--- src/rtl/seq_mult_8bit_pkg.sv ---
// Shared definitions for the sequential shift-add multiplier.
// Holds the state encoding, the datapath width and the iteration count.
package seq_mult_8bit_pkg;

  localparam int MULT_W    = 8;
  localparam int MULT_ITER = 8;
  localparam int CNT_W     = $clog2(MULT_ITER);

  typedef enum logic [1:0] {
    IDLE = 2'd0,
    BUSY = 2'd1,
    DONE = 2'd2
  } state_e;

  // Partial-product term for one multiplier bit: the multiplicand or zero.
  function automatic logic [MULT_W-1:0] select_addend(
    input logic              bit0,
    input logic [MULT_W-1:0] mcand
  );
    return bit0 ? mcand : '0;
  endfunction

endpackage

--- src/rtl/seq_mult_8bit_cla.sv ---
// 8-bit carry-lookahead adder built from two 4-bit lookahead groups.
// Used by the multiplier as its per-iteration adder.
module CLA_8bit (
  input  logic [7:0] a_i,
  input  logic [7:0] b_i,
  input  logic       cin_i,
  output logic [7:0] sum_o,
  output logic       cout_o
);

  logic [7:0] g;
  logic [7:0] p;
  logic [4:0] carryLo;
  logic [4:0] carryHi;
  logic [8:0] carry;

  // Every group carry is a flat sum of products of generate/propagate terms.
  function automatic logic [4:0] carries4(
    input logic [3:0] gIn,
    input logic [3:0] pIn,
    input logic       ci
  );
    logic [4:0] c;
    c[0] = ci;
    c[1] = gIn[0] | (pIn[0] & ci);
    c[2] = gIn[1] | (pIn[1] & gIn[0]) | (pIn[1] & pIn[0] & ci);
    c[3] = gIn[2] | (pIn[2] & gIn[1]) | (pIn[2] & pIn[1] & gIn[0])
         | (pIn[2] & pIn[1] & pIn[0] & ci);
    c[4] = gIn[3] | (pIn[3] & gIn[2]) | (pIn[3] & pIn[2] & gIn[1])
         | (pIn[3] & pIn[2] & pIn[1] & gIn[0]) | ((&pIn) & ci);
    return c;
  endfunction

  assign g = a_i & b_i;
  assign p = a_i ^ b_i;

  assign carryLo = carries4(g[3:0], p[3:0], cin_i);
  assign carryHi = carries4(g[7:4], p[7:4], carryLo[4]);
  assign carry   = {carryHi, carryLo[3:0]};

  assign sum_o  = p ^ carry[7:0];
  assign cout_o = carry[8];

endmodule

--- src/rtl/seq_mult_8bit.sv ---
// Sequential 8x8 unsigned shift-add multiplier with valid/ready handshakes.
// One multiplier bit is retired per BUSY cycle through the CLA adder.
module seq_mult_8bit
  import seq_mult_8bit_pkg::*;
(
  input  logic                  clk,
  input  logic                  rst,
  input  logic                  in_valid,
  output logic                  in_ready,
  input  logic [MULT_W-1:0]     a,
  input  logic [MULT_W-1:0]     b,
  output logic                  out_valid,
  input  logic                  out_ready,
  output logic [2*MULT_W-1:0]   product
);

  state_e            state_q, state_d;
  logic [MULT_W-1:0] mcand_q, mcand_d;
  logic [MULT_W-1:0] acc_hi_q, acc_hi_d;
  logic [MULT_W-1:0] acc_lo_q, acc_lo_d;
  logic [CNT_W-1:0]  cnt_q, cnt_d;

  logic              accept;
  logic              lastIter;
  logic [MULT_W-1:0] addend;
  logic [MULT_W-1:0] sum;
  logic              carry;

  assign in_ready  = (state_q == IDLE) && !rst;
  assign out_valid = (state_q == DONE);
  assign product   = {acc_hi_q, acc_lo_q};

  assign accept   = in_valid && in_ready;
  assign lastIter = (cnt_q == CNT_W'(MULT_ITER - 1));
  assign addend   = select_addend(acc_lo_q[0], mcand_q);

  CLA_8bit u_cla (
    .a_i    (acc_hi_q),
    .b_i    (addend),
    .cin_i  (1'b0),
    .sum_o  (sum),
    .cout_o (carry)
  );

  always_comb begin
    state_d = state_q;
    case (state_q)
      IDLE:    if (accept)    state_d = BUSY;
      BUSY:    if (lastIter)  state_d = DONE;
      DONE:    if (out_ready) state_d = IDLE;
      default:                state_d = IDLE;
    endcase
  end

  always_ff @(posedge clk) begin
    if (rst) state_q <= IDLE;
    else     state_q <= state_d;
  end

  // The carry becomes the new MSB of the 17-bit shift, so a >= 0x80 stays exact.
  always_comb begin
    mcand_d  = mcand_q;
    acc_hi_d = acc_hi_q;
    acc_lo_d = acc_lo_q;
    cnt_d    = cnt_q;
    if (accept) begin
      mcand_d  = a;
      acc_hi_d = '0;
      acc_lo_d = b;
      cnt_d    = '0;
    end else if (state_q == BUSY) begin
      {acc_hi_d, acc_lo_d} = {carry, sum, acc_lo_q[MULT_W-1:1]};
      cnt_d                = cnt_q + CNT_W'(1);
    end
  end

  always_ff @(posedge clk) begin
    if (rst) begin
      mcand_q  <= '0;
      acc_hi_q <= '0;
      acc_lo_q <= '0;
      cnt_q    <= '0;
    end else begin
      mcand_q  <= mcand_d;
      acc_hi_q <= acc_hi_d;
      acc_lo_q <= acc_lo_d;
      cnt_q    <= cnt_d;
    end
  end

endmodule

--- config.mk ---
export PLATFORM = sky130hd
export DESIGN_NAME = seq_mult_8bit
export DESIGN_NICKNAME = d
export VERILOG_FILES = /design/src/rtl/seq_mult_8bit_pkg.sv /design/src/rtl/seq_mult_8bit_cla.sv /design/src/rtl/seq_mult_8bit.sv
export SDC_FILE = /design/constraint.sdc
export NUM_CORES = 1
export LEC_CHECK = 0
export ABC_AREA = 1
export BUFFER_PORTS_ARGS = -buffer_cell sky130_fd_sc_hd__buf_2
export CORE_UTILIZATION = 58
export DETAILED_ROUTE_END_ITERATION = 6
export GPL_TIMING_DRIVEN = 0
export PLACE_DENSITY = 0.84
export SYNTH_ARGS = -nofsm -noshare
export SYNTH_HDL_FRONTEND = slang
export SYNTH_HIERARCHICAL = 1
export SYNTH_SLANG_ARGS = --single-unit
--- constraint.sdc ---
create_clock -name clk -period 3.1 [get_ports clk]
set_input_delay 0.465 -clock clk [delete_from_list [all_inputs] [get_ports clk]]
set_output_delay 0.465 -clock clk [all_outputs]
set_load 0.01 [all_outputs]
* Word-level counts from Yosys, hierarchy flattened
Index checks and enable logic that the tools add are counted.
** Storage, ports and cells
- ROM bits :: 0
- Flip-flop bits (word level) :: 29
- Output and inout bits :: 18
- Input bits :: 20
- Bits in writable memories :: 0
- Logic and storage cells :: 70
- Memories :: 0
- Bits in latches :: 0
** Cells by class
- Eq/ne operators :: 6
- $lt $le $gt $ge :: 0
- Shift-type cells :: 0
- Bitwise operators :: 43
- Add/sub/neg operators :: 1
- Divide/modulo/power cells :: 0
- Multiplexer cells :: 7
- Reductions and logical operators :: 8
- Multipliers :: 0
** Operator list (number)
- $and A1 B1 Y1 :: 24
- $mux W8 :: 3
- $or A1 B1 Y1 :: 16
- $xor A8 B8 Y8 :: 2
- $and A8 B8 Y8 :: 1
- $mux W2 :: 3
- $pmux W2 S3 :: 1
- $ne A2 B2 Y1 const B :: 2
- $reduce_and A4 Y1 :: 1
- $add A3 B1 Y3 const B :: 1
- $eq A3 B3 Y1 const B :: 1
- $reduce_and A3 Y1 :: 1
- $eq A2 B1 Y1 const B :: 1
- $eq A2 B2 Y1 const B :: 1
- $logic_and A1 B1 Y1 :: 2
- $logic_not A2 Y1 :: 1
- $ne A2 B1 Y1 const B :: 1
- $reduce_bool A2 Y1 :: 1
- $reduce_or A2 Y1 :: 1
- $logic_not A1 Y1 :: 1

* Depth between registers and ports, before layout
- Word-level depth :: 11
- Gate-level depth with buffers :: 16
- Depth with buffers taken out :: 15

* By module
Netlist, hierarchy kept.
** By module, submodules not included
- seq_mult_8bit :: instances 1, area an instance 1383.8 um^2, cells an instance 207, sequential area each 580.6 um^2
- CLA_8bit :: instances 1, area an instance 357.8 um^2, cells an instance 55, sequential area each 0.0 um^2

* Worst setup path after synthesis
Ideal clock, no wire load.
- Path type :: register -> register
- Start point :: register acc_lo_q[0]
- End point :: register acc_hi_q[4]
- Required time :: 2.991 ns
- Period minus slack after synthesis :: 2.049 ns
- Cell stages (with the launch flop) :: 15
- Arrival :: 1.940 ns
- Setup slack :: 1.051 ns
- Path buffers :: 1
- Setup time :: 0.109 ns
- Path through :: dfxtp_1 > clkbuf_1 > nand2_1 > inv_1 > ha_1 > nand2_1 > clkinv_1 > nand3_2 > nand2_2 > fa_1 > xor2_1 > nand2_1 > nand2_1 > nand2_1 > inv_1
** On the way
- Word-level cells in the longest chain between the ends :: 9
- Elaborated cells on any way between the ends :: 14
- Classes of those cells :: mux: 1; bitwise: 13
** Ends and longest elaborated chain
- from (decl) :: line seq_mult_8bit.sv:20 : logic [MULT_W-1:0] acc_lo_q, acc_lo_d;
- from (signal assigned) :: line seq_mult_8bit.sv:86 : acc_lo_q <= acc_lo_d;
- $mux W8 * :: line seq_mult_8bit_pkg.sv:20 : return bit0 ? mcand : '0;
- via addend[2] :: line seq_mult_8bit.sv:25 : logic [MULT_W-1:0] addend;
- $and A8 B8 Y8 or $xor A8 B8 Y8 (tied branches) :: line seq_mult_8bit_cla.sv:34, seq_mult_8bit_cla.sv:35
- $and A1 B1 Y1 (on tied branches) :: line seq_mult_8bit_cla.sv:29, seq_mult_8bit_cla.sv:30
- $or A1 B1 Y1 (tied with other cells) :: line seq_mult_8bit_cla.sv:29 : c[4] = gIn[3] | (pIn[3] & gIn[2]) | (pIn[3] & pIn[2] & gIn[1])
- $or A1 B1 Y1 or $and A1 B1 Y1 (tied branches) :: line seq_mult_8bit_cla.sv:29, seq_mult_8bit_cla.sv:30
- $or A1 B1 Y1 * :: line seq_mult_8bit_cla.sv:30 : | (pIn[3] & pIn[2] & pIn[1] & gIn[0]) | ((&pIn) & ci);
- $and A1 B1 Y1 * :: line seq_mult_8bit_cla.sv:25 : c[1] = gIn[0] | (pIn[0] & ci);
- $or A1 B1 Y1 * :: line seq_mult_8bit_cla.sv:25
- $xor A8 B8 Y8 * :: line seq_mult_8bit_cla.sv:41 : assign sum_o = p ^ carry[7:0];
- via sum[5] :: line seq_mult_8bit.sv:26 : logic [MULT_W-1:0] sum;
- to (signal assigned) :: line seq_mult_8bit.sv:85 : acc_hi_q <= acc_hi_d;
- to (decl) :: line seq_mult_8bit.sv:19 : logic [MULT_W-1:0] acc_hi_q, acc_hi_d;
Mark *: on every way through the listed nets, which the timed path passes. The rest lies on a longest branch.
A chain may end at the register's enable or synchronous reset.

* Worst setup path after layout
Ends and elaborated chain as after synthesis.

==> results.ini <==
[worst_setup_path]
slowest_stage=fa_1
worstPathArrival_ns=2.45
cp.required_ns=3.33
path_max_fanout=9
start_kind=flip-flop
critPathKind=flip-flop to flip-flop
critPathCaptureType=flip-flop
path_common_cell=nand2_1
path_cells=clkbuf_1 > nand2_1 > inv_1 > ha_1 > nand2_1 > clkinv_1 > nand3_2 > nand2_2 > fa_1 > xor2_1 > nand2_1 > nand2_1 > nand2_1 > inv_1
slowest_delay_ns=0.38

[clock_tree]
clock_sinks=29
cts_tree=built
cts_buffers=5
cts.htree.levels=2
post_cts_buffers=0
cts.reportedPaths.clkPinSlew_ns=0.10
cts_root_buf=clkbuf_4
ctsResizeCount=0
cts_max_path_buffers=2
insertion_delay_ns=0.32
cts_hold_buf=0

[final_layout]
fin_area_um2=2020
finalNonFillerCells=337
final_nets=338
num_antenna_cells=0
post-route-util=0.720
synthToLayoutAreaGrowth_pct=15.9
drive_gt1_frac=0.203

[logic_synthesis]
syn_area_um2=1740
synth.yosys.warnings=6
synth.distinct_cells=28
synth.yosys.seq_area_share=0.333
syn_area_per_cell_um2=6.65
synth_seq_cells=29
syn_inst=262

[global_routing]
gr-total-overflow=0
grt_pass1_wl_mm=6.29
antenna_found_initial=0
use_met3=0.0714
gr-usage-met1=0.310
grt_max_degree=11
grt.busiest_layer=met2
grt_pass1_vias=1551
grtUsageMet2=0.435
track_usage=0.254

[hold_path]
hp-class=input pin to flip-flop

[sta]
fin_crit_sh=0.716
rsz0062_at_grt=false
maxSlewHeadroom=0.605
fmax_ghz=0.451
tightest_slew_ns=0.589
slew_viol_final=0
fin_ws_ns=0.880
fin_crit_ns=2.22
hold_viol=0
tns_ns=0
setup_viol=0
finalClockSkew_ns=0.0108

[routing]
drtAntennaViolNets=0
wirelength_mm=3.59
drc=2
drtPass1Iterations=6
via_count=1683
vias_per_cell=4.99
wl_per_cell_um=10.7
drt_iter0_markers=51

[pwr]
seqPwrFrac=0.533
power.density_nw_per_um2=370
p_leak_nw=1.21
p_int_mw=0.539
p_switching_mw=0.209
ir_worst_vdd_uv=283
swShare=0.280
power_frac_clock=0.313
comb_power_share=0.154

[placed_design]
dp_hpwl_mm=2.63
io_buffer_count=36
place_ws_ns=0.903
place_area_um2=1960
numPlacedInstances=330
gp_congestion=0.794

[run_status]
status=complete, but fails checks
violations=design-rule violations

[die]
die_y_um=56.8
start_util=0.621
die_w_um=56.8
die_area_um2=3230
row_count=19
core_um2=2810
ios=38

[flow_run]
drv_cap=0

## cell type report
| type | count | area, um^2 |
|---|---|---|
| repair buffers | 36 | 180 |
| multi-input cells | 179 | 941 |
| plain buffers | 10 | 55.1 |
| fillers | 270 | 786 |
| well taps | 31 | 38.8 |
| flip-flops and latches | 29 | 581 |
| clock buffers | 7 | 55.1 |
| inverters | 45 | 169 |
## worst paths after layout
check,from,slack [ns],cells past startpoint,endpoint
worst min register to register,mcand_q[0],0.47,2,mcand_q[0]
worst max-delay path,acc_lo_q[0],0.88,14,acc_hi_q[4]
worst max register to register,acc_lo_q[0],0.88,14,acc_hi_q[4]
worst min-delay path,out_ready,0.40,4,state_q[1]
## cells in the mapped netlist (all sizes together)
library cell  number  area (um^2)
nor2               6         32.5
clkbuf             1         3.75
xor2               2         17.5
ha                10          125
clkinv             1         3.75
dfxtp             29          581
fa                 2         40.0
a31oi              1         6.26
or2                1         6.26
inv               44          165
xnor2              3         26.3
buf                9         51.3
nand2            101          389
nor3               1         10.0
a21oi             21          105
nand4              8         50.1
conb               1         3.75
nand3             20          118
a21o               1         7.51
## power by group through the flow
stage | Combinational (mW) | Clock (mW) | Sequential, mW
CTS | 0.116 | 0.239 | 0.398
floorplan | 0.0715 | 0 | 0.410
detailed placement | 0.115 | 0 | 0.407
global placement | 0.114 | 0 | 0.407
global route | 0.130 | 0.259 | 0.401
finish | 0.115 | 0.234 | 0.398
## cells in the final DEF (no fill, tap or decap)
master and instances:
nand2_1 97, buf_2 41, inv_1 40, dfxtp_1 29, a21oi_1 21, nand3_1 18, ha_1 10, nand4_1 8
clkbuf_4 5, nor2_1 4, inv_2 4, nand2_2 4, xnor2_1 3, clkbuf_1 2, buf_1 2, conb_1 2
xor2_1 2, fa_1 2, nor3_2 1, nor2_4 1, nand3_4 1, nor2_2 1, or2_0 1, buf_6 1
buf_4 1, clkbuf_8 1, clkinv_1 1, nand3_2 1, a21o_1 1, a31oi_1 1
## registers in the layout (all words and copies together), names as in the netlist
signal / count
acc_hi_q: 8
acc_lo_q: 8
cnt_q: 3
mcand_q: 8
state_q: 2
## logic make-up after synthesis
logic type / count (synthesis) / share of synthesized area
AND/OR/NAND/NOR: 137 / 0.348
buffers and inverters: 55 / 0.129
flip-flops: 29 / 0.333
AO/OA/AOI/OAI: 23 / 0.0683
adder cells (fa/ha/maj): 12 / 0.0948
XOR/XNOR: 5 / 0.0251
other: 1 / 0.00215
## metal layers
metal,vias to the layer above,wire [um]
met3,5,237
met4,0,40
met1,746,1630
met2,38,1680
li1,894,-
met5,-,0
## critical path, delay by kind of cell (launching register included)
kind                       cells  cell delay, ns
adders and majority gates      2            0.63
DFF                            1            0.33
and+or+nand+nor                7            0.51
buffers and inverters          4            0.50
xor gates and xnor gates       1            0.16
## per-stage QoR
stage	hold WS (ns)	power, mW
floorplan	0.445	0.482
global placement	0.453	0.521
detailed placement	0.457	0.522
CTS	0.389	0.754
global route	0.386	0.790
finish	0.397	0.748
Power figures use the tool's default switching activity.
